## src/rtl/icache_dm_word.sv

```systemverilog
// icache_dm_word: direct-mapped, read-only instruction cache with one-word lines.
// It sits between the fetch stage's request port and the instruction port of
// the AXI bridge. Hits return data one cycle after the request is accepted.
// Misses fetch a single word from the bridge, refill the line and forward the
// word to the CPU in the same cycle it arrives.
// Tag and data arrays are read synchronously: the index is taken on accept and
// the array outputs are consumed in LOOKUP, so the arrays can map to block RAM.
module icache_dm_word #(
  parameter int IDX_W = 6
) (
  input  logic        clk,
  input  logic        reset,
  input  logic        i_flush,
  input  logic        i_cpu_req,
  input  logic [31:0] i_cpu_addr,
  output logic        o_cpu_addr_ok,
  output logic        o_cpu_data_ok,
  output logic [31:0] o_cpu_rdata,
  output logic        o_mem_req,
  output logic [31:0] o_mem_addr,
  input  logic        i_mem_addr_ok,
  input  logic        i_mem_data_ok,
  input  logic [31:0] i_mem_rdata
);

  localparam int LINES = 1 << IDX_W;
  localparam int TAG_W = 30 - IDX_W;

  typedef enum logic [1:0] {
    ST_IDLE   = 2'd0,
    ST_LOOKUP = 2'd1,
    ST_MISS   = 2'd2,
    ST_REFILL = 2'd3
  } state_t;

  state_t r_state;
  state_t w_next_state;

  // Word address of the outstanding request (byte offset is never needed).
  logic [29:0]      r_req_word;
  logic [LINES-1:0] r_valid;
  logic             r_flush_pend;

  // Storage arrays, intentionally without reset.
  logic [TAG_W-1:0] r_tag_mem  [LINES];
  logic [31:0]      r_data_mem [LINES];

  // Synchronous-read outputs of the arrays, consumed in LOOKUP.
  logic [TAG_W-1:0] r_tag_rd;
  logic [31:0]      r_data_rd;

  logic             w_accept;
  logic [IDX_W-1:0] w_acc_idx;
  logic [IDX_W-1:0] w_req_idx;
  logic [TAG_W-1:0] w_req_tag;
  logic             w_hit;
  logic             w_refill_we;
  logic             w_in_miss_path;
  logic             w_unused;

  // Address field extraction for the incoming and the outstanding request.
  assign w_acc_idx = i_cpu_addr[IDX_W+1:2];
  assign w_req_idx = r_req_word[IDX_W-1:0];
  assign w_req_tag = r_req_word[29:IDX_W];

  // Byte offset of the fetch address has no meaning for word fetches.
  assign w_unused = ^i_cpu_addr[1:0];

  // A flush in LOOKUP forces a miss so stale contents are never returned.
  assign w_hit = (r_state == ST_LOOKUP) & r_valid[w_req_idx] &
                 (r_tag_rd == w_req_tag) & ~i_flush;

  assign w_accept       = i_cpu_req & o_cpu_addr_ok;
  assign w_refill_we    = (r_state == ST_REFILL) & i_mem_data_ok;
  assign w_in_miss_path = (r_state == ST_MISS) | (r_state == ST_REFILL);

  // The miss address is always the word-aligned request address.
  assign o_mem_addr = {r_req_word, 2'b00};

  // State register.
  always_ff @(posedge clk) begin
    if (reset) begin
      r_state <= ST_IDLE;
    end else begin
      r_state <= w_next_state;
    end
  end

  // Next-state and handshake outputs; hit data and refill bypass are combinational.
  always_comb begin
    w_next_state  = r_state;
    o_cpu_addr_ok = 1'b0;
    o_cpu_data_ok = 1'b0;
    o_cpu_rdata   = r_data_rd;
    o_mem_req     = 1'b0;
    case (r_state)
      ST_IDLE: begin
        o_cpu_addr_ok = 1'b1;
        if (i_cpu_req) begin
          w_next_state = ST_LOOKUP;
        end else begin
          w_next_state = ST_IDLE;
        end
      end
      ST_LOOKUP: begin
        if (w_hit) begin
          o_cpu_data_ok = 1'b1;
          o_cpu_rdata   = r_data_rd;
          // Accepting on the hit cycle keeps back-to-back hits at one per cycle.
          o_cpu_addr_ok = 1'b1;
          if (i_cpu_req) begin
            w_next_state = ST_LOOKUP;
          end else begin
            w_next_state = ST_IDLE;
          end
        end else begin
          w_next_state = ST_MISS;
        end
      end
      ST_MISS: begin
        o_mem_req = 1'b1;
        if (i_mem_addr_ok) begin
          w_next_state = ST_REFILL;
        end else begin
          w_next_state = ST_MISS;
        end
      end
      ST_REFILL: begin
        if (i_mem_data_ok) begin
          o_cpu_data_ok = 1'b1;
          o_cpu_rdata   = i_mem_rdata;
          w_next_state  = ST_IDLE;
        end else begin
          w_next_state  = ST_REFILL;
        end
      end
      default: begin
        w_next_state = ST_IDLE;
      end
    endcase
  end

  // Capture the word address of each accepted request.
  always_ff @(posedge clk) begin
    if (reset) begin
      r_req_word <= 30'd0;
    end else if (w_accept) begin
      r_req_word <= i_cpu_addr[31:2];
    end
  end

  // Launch the synchronous array read at the index of the accepted request.
  always_ff @(posedge clk) begin
    if (w_accept) begin
      r_tag_rd  <= r_tag_mem[w_acc_idx];
      r_data_rd <= r_data_mem[w_acc_idx];
    end
  end

  // Refill writes tag and data; the line may still stay invalid after a flush.
  always_ff @(posedge clk) begin
    if (w_refill_we) begin
      r_tag_mem[w_req_idx]  <= w_req_tag;
      r_data_mem[w_req_idx] <= i_mem_rdata;
    end
  end

  // Valid bits: flush wipes everything in one cycle, a clean refill sets one line.
  always_ff @(posedge clk) begin
    if (reset || i_flush) begin
      r_valid <= {LINES{1'b0}};
    end else if (w_refill_we && !r_flush_pend) begin
      r_valid[w_req_idx] <= 1'b1;
    end
  end

  // Remember a flush that arrived while a refill was in flight.
  always_ff @(posedge clk) begin
    if (reset) begin
      r_flush_pend <= 1'b0;
    end else if (w_refill_we) begin
      r_flush_pend <= 1'b0;
    end else if (i_flush && w_in_miss_path) begin
      r_flush_pend <= 1'b1;
    end
  end

endmodule

```

## config.mk

```make
export PLATFORM = sky130hd
export DESIGN_NAME = icache_dm_word
export DESIGN_NICKNAME = d
export VERILOG_FILES = /design/src/rtl/icache_dm_word.sv
export SDC_FILE = /design/constraint.sdc
export NUM_CORES = 2
export LEC_CHECK = 0
export BUFFER_PORTS_ARGS = -buffer_cell sky130_fd_sc_hd__buf_2
export CAP_MARGIN = 10
export CORE_UTILIZATION = 41
export DETAILED_ROUTE_END_ITERATION = 12
export MAX_ROUTING_LAYER = met4
export PLACE_DENSITY_LB_ADDON = 0.08
export SETUP_SLACK_MARGIN = 0.02
export SYNTH_ARGS = -nofsm -noshare
export SYNTH_HDL_FRONTEND = slang
export SYNTH_SLANG_ARGS = --single-unit
```

## constraint.sdc

```tcl
create_clock -name clk -period 5.7 [get_ports clk]
set_clock_uncertainty 0.05 [all_clocks]
set_input_delay 0.57 -clock clk [delete_from_list [all_inputs] [get_ports clk]]
set_output_delay 0.57 -clock clk [all_outputs]
set_load 0.05 [all_outputs]
```

# Word level (Yosys, flattened, before mapping)

Memories as Yosys holds them, arrays and structs flattened. A register that Yosys moved wholly into a read port is not among the register bits.
Index checks and enable logic that the tools add are counted.

Register bits: 97
Bits in writable memories: 3584
Input bits: 70
Output and inout port bits: 67
Word-level logic and storage cells: 45
Memories: 2

Memories:

| memory     | depth | width | rd ports | clocked after Yosys merged registers in | wr ports | RTL line | RTL |
|---|---|---|---|---|---|---|---|
| r_data_mem | 64    | 32    | 1        | 1                                       | 1        | 46       | `logic [31:0] r_data_mem [LINES];` |
| r_tag_mem  | 64    | 24    | 1        | 1                                       | 1        | 45       | `logic [TAG_W-1:0] r_tag_mem [LINES];` |

Order comparisons: 2
Equal/unequal tests: 4
Muxes and demuxes: 18
Bitwise gates (word level): 8
Reduce and logical (&&, ||, !) cells: 7

Operators by type and width:

| operator                                                                     | count |
|---|---|
| 32-bit 2-to-1 mux                                                            | 2 |
| 64-bit bitwise OR                                                            | 1 |
| 24-bit equality test                                                         | 1 |
| 1-bit 2-to-1 mux                                                             | 9 |
| 2-bit one-hot mux with 4 select lines                                        | 1 |
| 6-bit by 7-bit less-than comparator with 1-bit output, second input constant | 1 |
| 1-bit binary-select mux with 6-bit select                                    | 1 |
| 1-bit demux with 6-bit select                                                | 1 |
| 6-bit by 1-bit >= comparator with 1-bit output, second input constant        | 1 |
| 1-bit AND                                                                    | 5 |
| 2-bit equality test, second input constant                                   | 2 |
| 2-bit 2-to-1 mux                                                             | 2 |
| 1-bit one-hot mux with 2 select lines                                        | 2 |
| 1-bit logical AND                                                            | 3 |
| 2-bit by 1-bit equality test with 1-bit output, second input constant        | 1 |
| 2-bit logical NOT                                                            | 1 |
| 2-bit OR reduction                                                           | 1 |
| 1-bit logical NOT                                                            | 1 |
| 1-bit logical OR                                                             | 1 |
| 1-bit inverter                                                               | 1 |
| 1-bit bitwise OR                                                             | 1 |

# Depth between registers and ports, before layout

Depth after elaboration: 8
Mapped depth: 10
Depth with buffers taken out: 7

# Worst setup path after synthesis

No wires, ideal clock.

Path kind: register -> register
Start: register r_req_word[2]
End: memory r_data_mem[13][0], enable pin
Library setup time: 0.470 ns
Arrival time: 4.231 ns
Required time: 5.180 ns
Path slack: 0.949 ns
Stages on the path, launching flop included: 7
Buffers on the path: 3
Clock period less this slack: 4.751 ns
Cell sequence: dfxtp_1 buf_2 buf_1 and2_1 clkbuf_1 nand2_1 nor2_1

RTL lines:

| what                   | RTL line | RTL |
|---|---|---|
| from (decl)            | 40       | `logic [29:0] r_req_word;` |
| from (signal assigned) | 148      | `r_req_word <= i_cpu_addr[31:2];` |
| to (decl)              | 46       |  |

Straight into the memory's write port.

# Worst setup path in the final report

Start: register r_req_word[2]
End: output o_cpu_data_ok

Cells in the longest elaborated chain, start to end: 7

Ends and longest elaborated chain:

| what                                      | RTL line | RTL |
|---|---|---|
| 1-bit binary-select mux with 6-bit select | 70       | `assign w_hit = (r_state == ST_LOOKUP) & r_valid[w_req_idx] &` |
| 1-bit 2-to-1 mux (implied by the code)    | 70       |  |
| 1-bit AND (2 in series)                   | 70       |  |
| 1-bit AND                                 | 71       | `(r_tag_rd == w_req_tag) & ~i_flush;` |
| 1-bit 2-to-1 mux                          | 106      | `if (w_hit) begin` |
| 1-bit one-hot mux with 2 select lines     | 96       | `case (r_state)` |
| to (decl)                                 | 17       | `output logic o_cpu_data_ok,` |

Every way passes these cells. The select of a mux whose other input is x is not followed.

==> flow_metrics.env <==
export IMPL_outcome="completed"
export IMPL_internal_power_mw=46.1
export IMPL_ir_drop_mv=0.236
export IMPL_clock_latency_ns=0.96
export IMPL_antenna_found_initial=21
export IMPL_cpMaxStageDelayCell="dfxtp_1"
export IMPL_vias_per_cell=5.96
export IMPL_port_buffers=132
export IMPL_period_needed_ns=5.18
export IMPL_cts_buffer_depth=4
export IMPL_crit_chain="inv_1 -> a221oi_1 -> o22a_1 -> o22ai_1 -> o41ai_4 -> buf_6 -> nand2_1 -> buf_2"
export IMPL_hold_violations=0
export IMPL_grt_max_degree=87
export IMPL_p_sw_mw=12.4
export IMPL_ant_nets=0
export IMPL_fillers=27900
export IMPL_fmax_ghz=0.193
export IMPL_synth_commonest_cells="edfxtp_1 (3640), mux4_2 (1177), clkbuf_1 (177), nor2_1 (143), nand2_1 (112)"
export IMPL_rsz0062_at_grt="false"
export IMPL_ys_seq_area_frac=0.784
export IMPL_cts_buffers=398
export IMPL_ff2ff_path_depth=5
export IMPL_h_tree_depth=5
export IMPL_ys_types=42
export IMPL_clockPowerShare=0.433
export IMPL_grt_pass1_vias=67800
export IMPL_comb_power_share=0.049
export IMPL_p_leak_nw=50.7
export IMPL_cpPeakStageDelay_ns=0.93
export IMPL_setup_tns_ns=0
export IMPL_gr_total_overflow=0
export IMPL_die_height_um=590
export IMPL_ys_seq_elements=3737
export IMPL_p_per_area_nw_per_um2=357
export IMPL_synth_edf_count=3640
export IMPL_grt_pass1_wl_mm=569
export IMPL_worst_slew_pin_slew_ns=1.22
export IMPL_yosysWarningCount=0
export IMPL_synth_flop_cell="edfxtp_1"
export IMPL_synthCells=5744
export IMPL_post_route_period_util=0.909
export IMPL_synth_xor_xnor_area_share=0.00148
export IMPL_synth_top_family_by_area="multiplexers"
export IMPL_drc_errors=0
export IMPL_synth_compound_area_frac=0.00477
export IMPL_finalMaxSlewViolations=0
export IMPL_drv_cap=0
export IMPL_synth_area_um2=142000
export IMPL_rows=215
export IMPL_drt_iter0_drc=7526
export IMPL_syn_avg_cell_area_um2=24.7
export IMPL_synthSimpleGateAreaFrac=0.0110
export IMPL_post_drt_wl_per_cell_um=37.0
export IMPL_async_flop_share=0
export IMPL_final_layout_size_suffix_gt1_frac=0.339
export IMPL_nNetsFinal=6356
export IMPL_path_max_fanout=24
export IMPL_crit_family="compound AO/OA/AOI/OAI gates"
export IMPL_hp_class="input pin to flip-flop"
export IMPL_via_count=66600
export IMPL_synth_fa_ha_area_frac=0
export IMPL_cp_arrival_ns=4.56
export IMPL_cp_num_cells=8
export IMPL_initial_core_util=0.413
export IMPL_wl_mm=413
export IMPL_finalPower_mw=58.6
export IMPL_cts_tree="yes"
export IMPL_end_kind="output port"
export IMPL_yosys_area_top_type="edfxtp_1"
export IMPL_dp_hpwl_mm=210
export IMPL_critPathKind="flip-flop to output port"
export IMPL_setup_viol=0
export IMPL_firstDrtPassIters=6
export IMPL_gp_congestion=0.801
export IMPL_ys_top_cells_by_area="edfxtp_1 (77%), mux4_2 (19%), dfxtp_1 (1.4%)"
export IMPL_power_frac_seq=0.519
export IMPL_path_clk_slew_ns=0.05
export IMPL_io_pins=137
export IMPL_crit_required_ns=5.08
export IMPL_die_area_um2=349000
export IMPL_core_um2=344000
export IMPL_dieWidth_um=590
export IMPL_layout_setup_ws_ns=0.521
export IMPL_relSlewSlack=0.188
export IMPL_crit_path_start_kind="flip-flop"
export IMPL_synth_top_area_share=0.770
export IMPL_swShare=0.213
export IMPL_critPathBufInv=3
export IMPL_synthMuxAreaShare=0.189
export IMPL_holdPathStages=3
export IMPL_post_cts_buffers=0
export IMPL_clock_root_buffer="clkbuf_16"
export IMPL_syn_to_final_growth_pct=15.6
export IMPL_synth_most_common_cell="edfxtp_1"
export IMPL_pre_cts_ws_ns=1.46
export IMPL_cts_sinks=3737
export IMPL_track_usage=0.244
## registers in the layout, indices dropped and copies added (netlist names)
name,count
r_state,2
r_valid,64
r_flush_pend,1
r_data_mem,2048
r_tag_mem,1536
r_req_word,30
r_tag_rd,24
r_data_rd,32
## power groups by stage
stage / registers [mW] / clock network [mW] / logic, mW
floorplan: 31.1 / 0 / 1.58
global placement: 30.9 / 0 / 2.85
detailed placement: 30.9 / 0 / 2.90
CTS: 30.4 / 25.8 / 2.92
global route: 30.4 / 26.8 / 3.04
finish: 30.4 / 25.3 / 2.86
## logic make-up after synthesis
family,count (synthesis)
DFF,3737
muxes,1215
and+or+nand+nor,352
buffers and inverters,309
AOI/OAI and AO/OA,106
xor gates and xnor gates,24
other,1
## path summary, 6_finish.rpt
path,startpoint,endpoint,slack (ns)
worst max-delay path,r_req_word[2],o_cpu_data_ok,0.52
worst max register to register,r_req_word[0],r_data_mem[61][8],1.42
worst min-delay path,i_cpu_addr[4],r_req_word[2],0.10
worst min register to register,r_req_word[6],r_tag_mem[48][0],0.42
## through the flow
step	hold WS [ns]	util	cells	instance area, um^2
after global routing	0.139	0.477	11200	164000
final	0.101	0.477	11200	164000
after CTS	0.0696	0.477	11200	164000
after detailed placement	0.403	0.440	10400	151000
after global placement	0.396	0.440	10400	151000
after floorplan	0.379	-	5745	142000
## final cells by class
cell class / instances / area [um^2] / share of cell area
antenna: 11 / 27.5 / 0.000168
clock buffer: 504 / 10600 / 0.0647
tap: 4557 / 5700 / 0.0347
clock inverter: 203 / 1950 / 0.0119
sequential: 3737 / 111000 / 0.678
timing repair buffer: 447 / 4680 / 0.0285
inverter: 3 / 11.3 / 0.0000686
multi-input combinational: 1699 / 29900 / 0.182
## routing by layer
layer / GRT usage / vias to the layer above / share of wire
met2: 0.379 / 2314 / 0.48
li1: - / 26000 / -
met5: - / - / 0
met4: 0.0494 / 0 / 0.019
met3: 0.0284 / 484 / 0.060
met1: 0.353 / 37800 / 0.44
## cell usage in the layout (no fill, tap or decap), drive strengths merged, types with 2 or more instances in the layout
| cell type | instances |
|---|---|
| edfxtp | 3640 |
| mux4 | 1177 |
| clkbuf | 505 |
| buf | 420 |
| clkinv | 146 |
| nor2 | 143 |
| nand2 | 112 |
| dfxtp | 97 |
| a21oi | 65 |
| nand2b | 62 |
| mux2i | 36 |
| bufinv | 35 |
| dlygate4sd3 | 26 |
| a221oi | 22 |
| xor2 | 15 |
| inv | 15 |
| diode | 11 |
| clkinvlp | 10 |
| xnor2 | 9 |
| nor3 | 7 |
| o22a | 6 |
| nor2b | 5 |
| and2 | 4 |
| o22ai | 4 |
| nor4 | 4 |
| nand3b | 3 |
| nand4 | 3 |
| nand3 | 3 |
| or2 | 2 |
| mux2 | 2 |
| conb | 2 |
| and3 | 2 |
## worst register-to-register path, stage by stage (launching register included)
cell and delay (ns):
dfxtp_1 0.81, nor2b_1 0.64, and2_1 0.47, nand2_1 0.58, nor2_4 1.00, buf_12 0.34
## timing repair
item	CTS	global route
endpoints found under the hold margin	25	0
hold buffers	26	0
gates resized for setup	0	0
(Power assumes the default switching activity.)
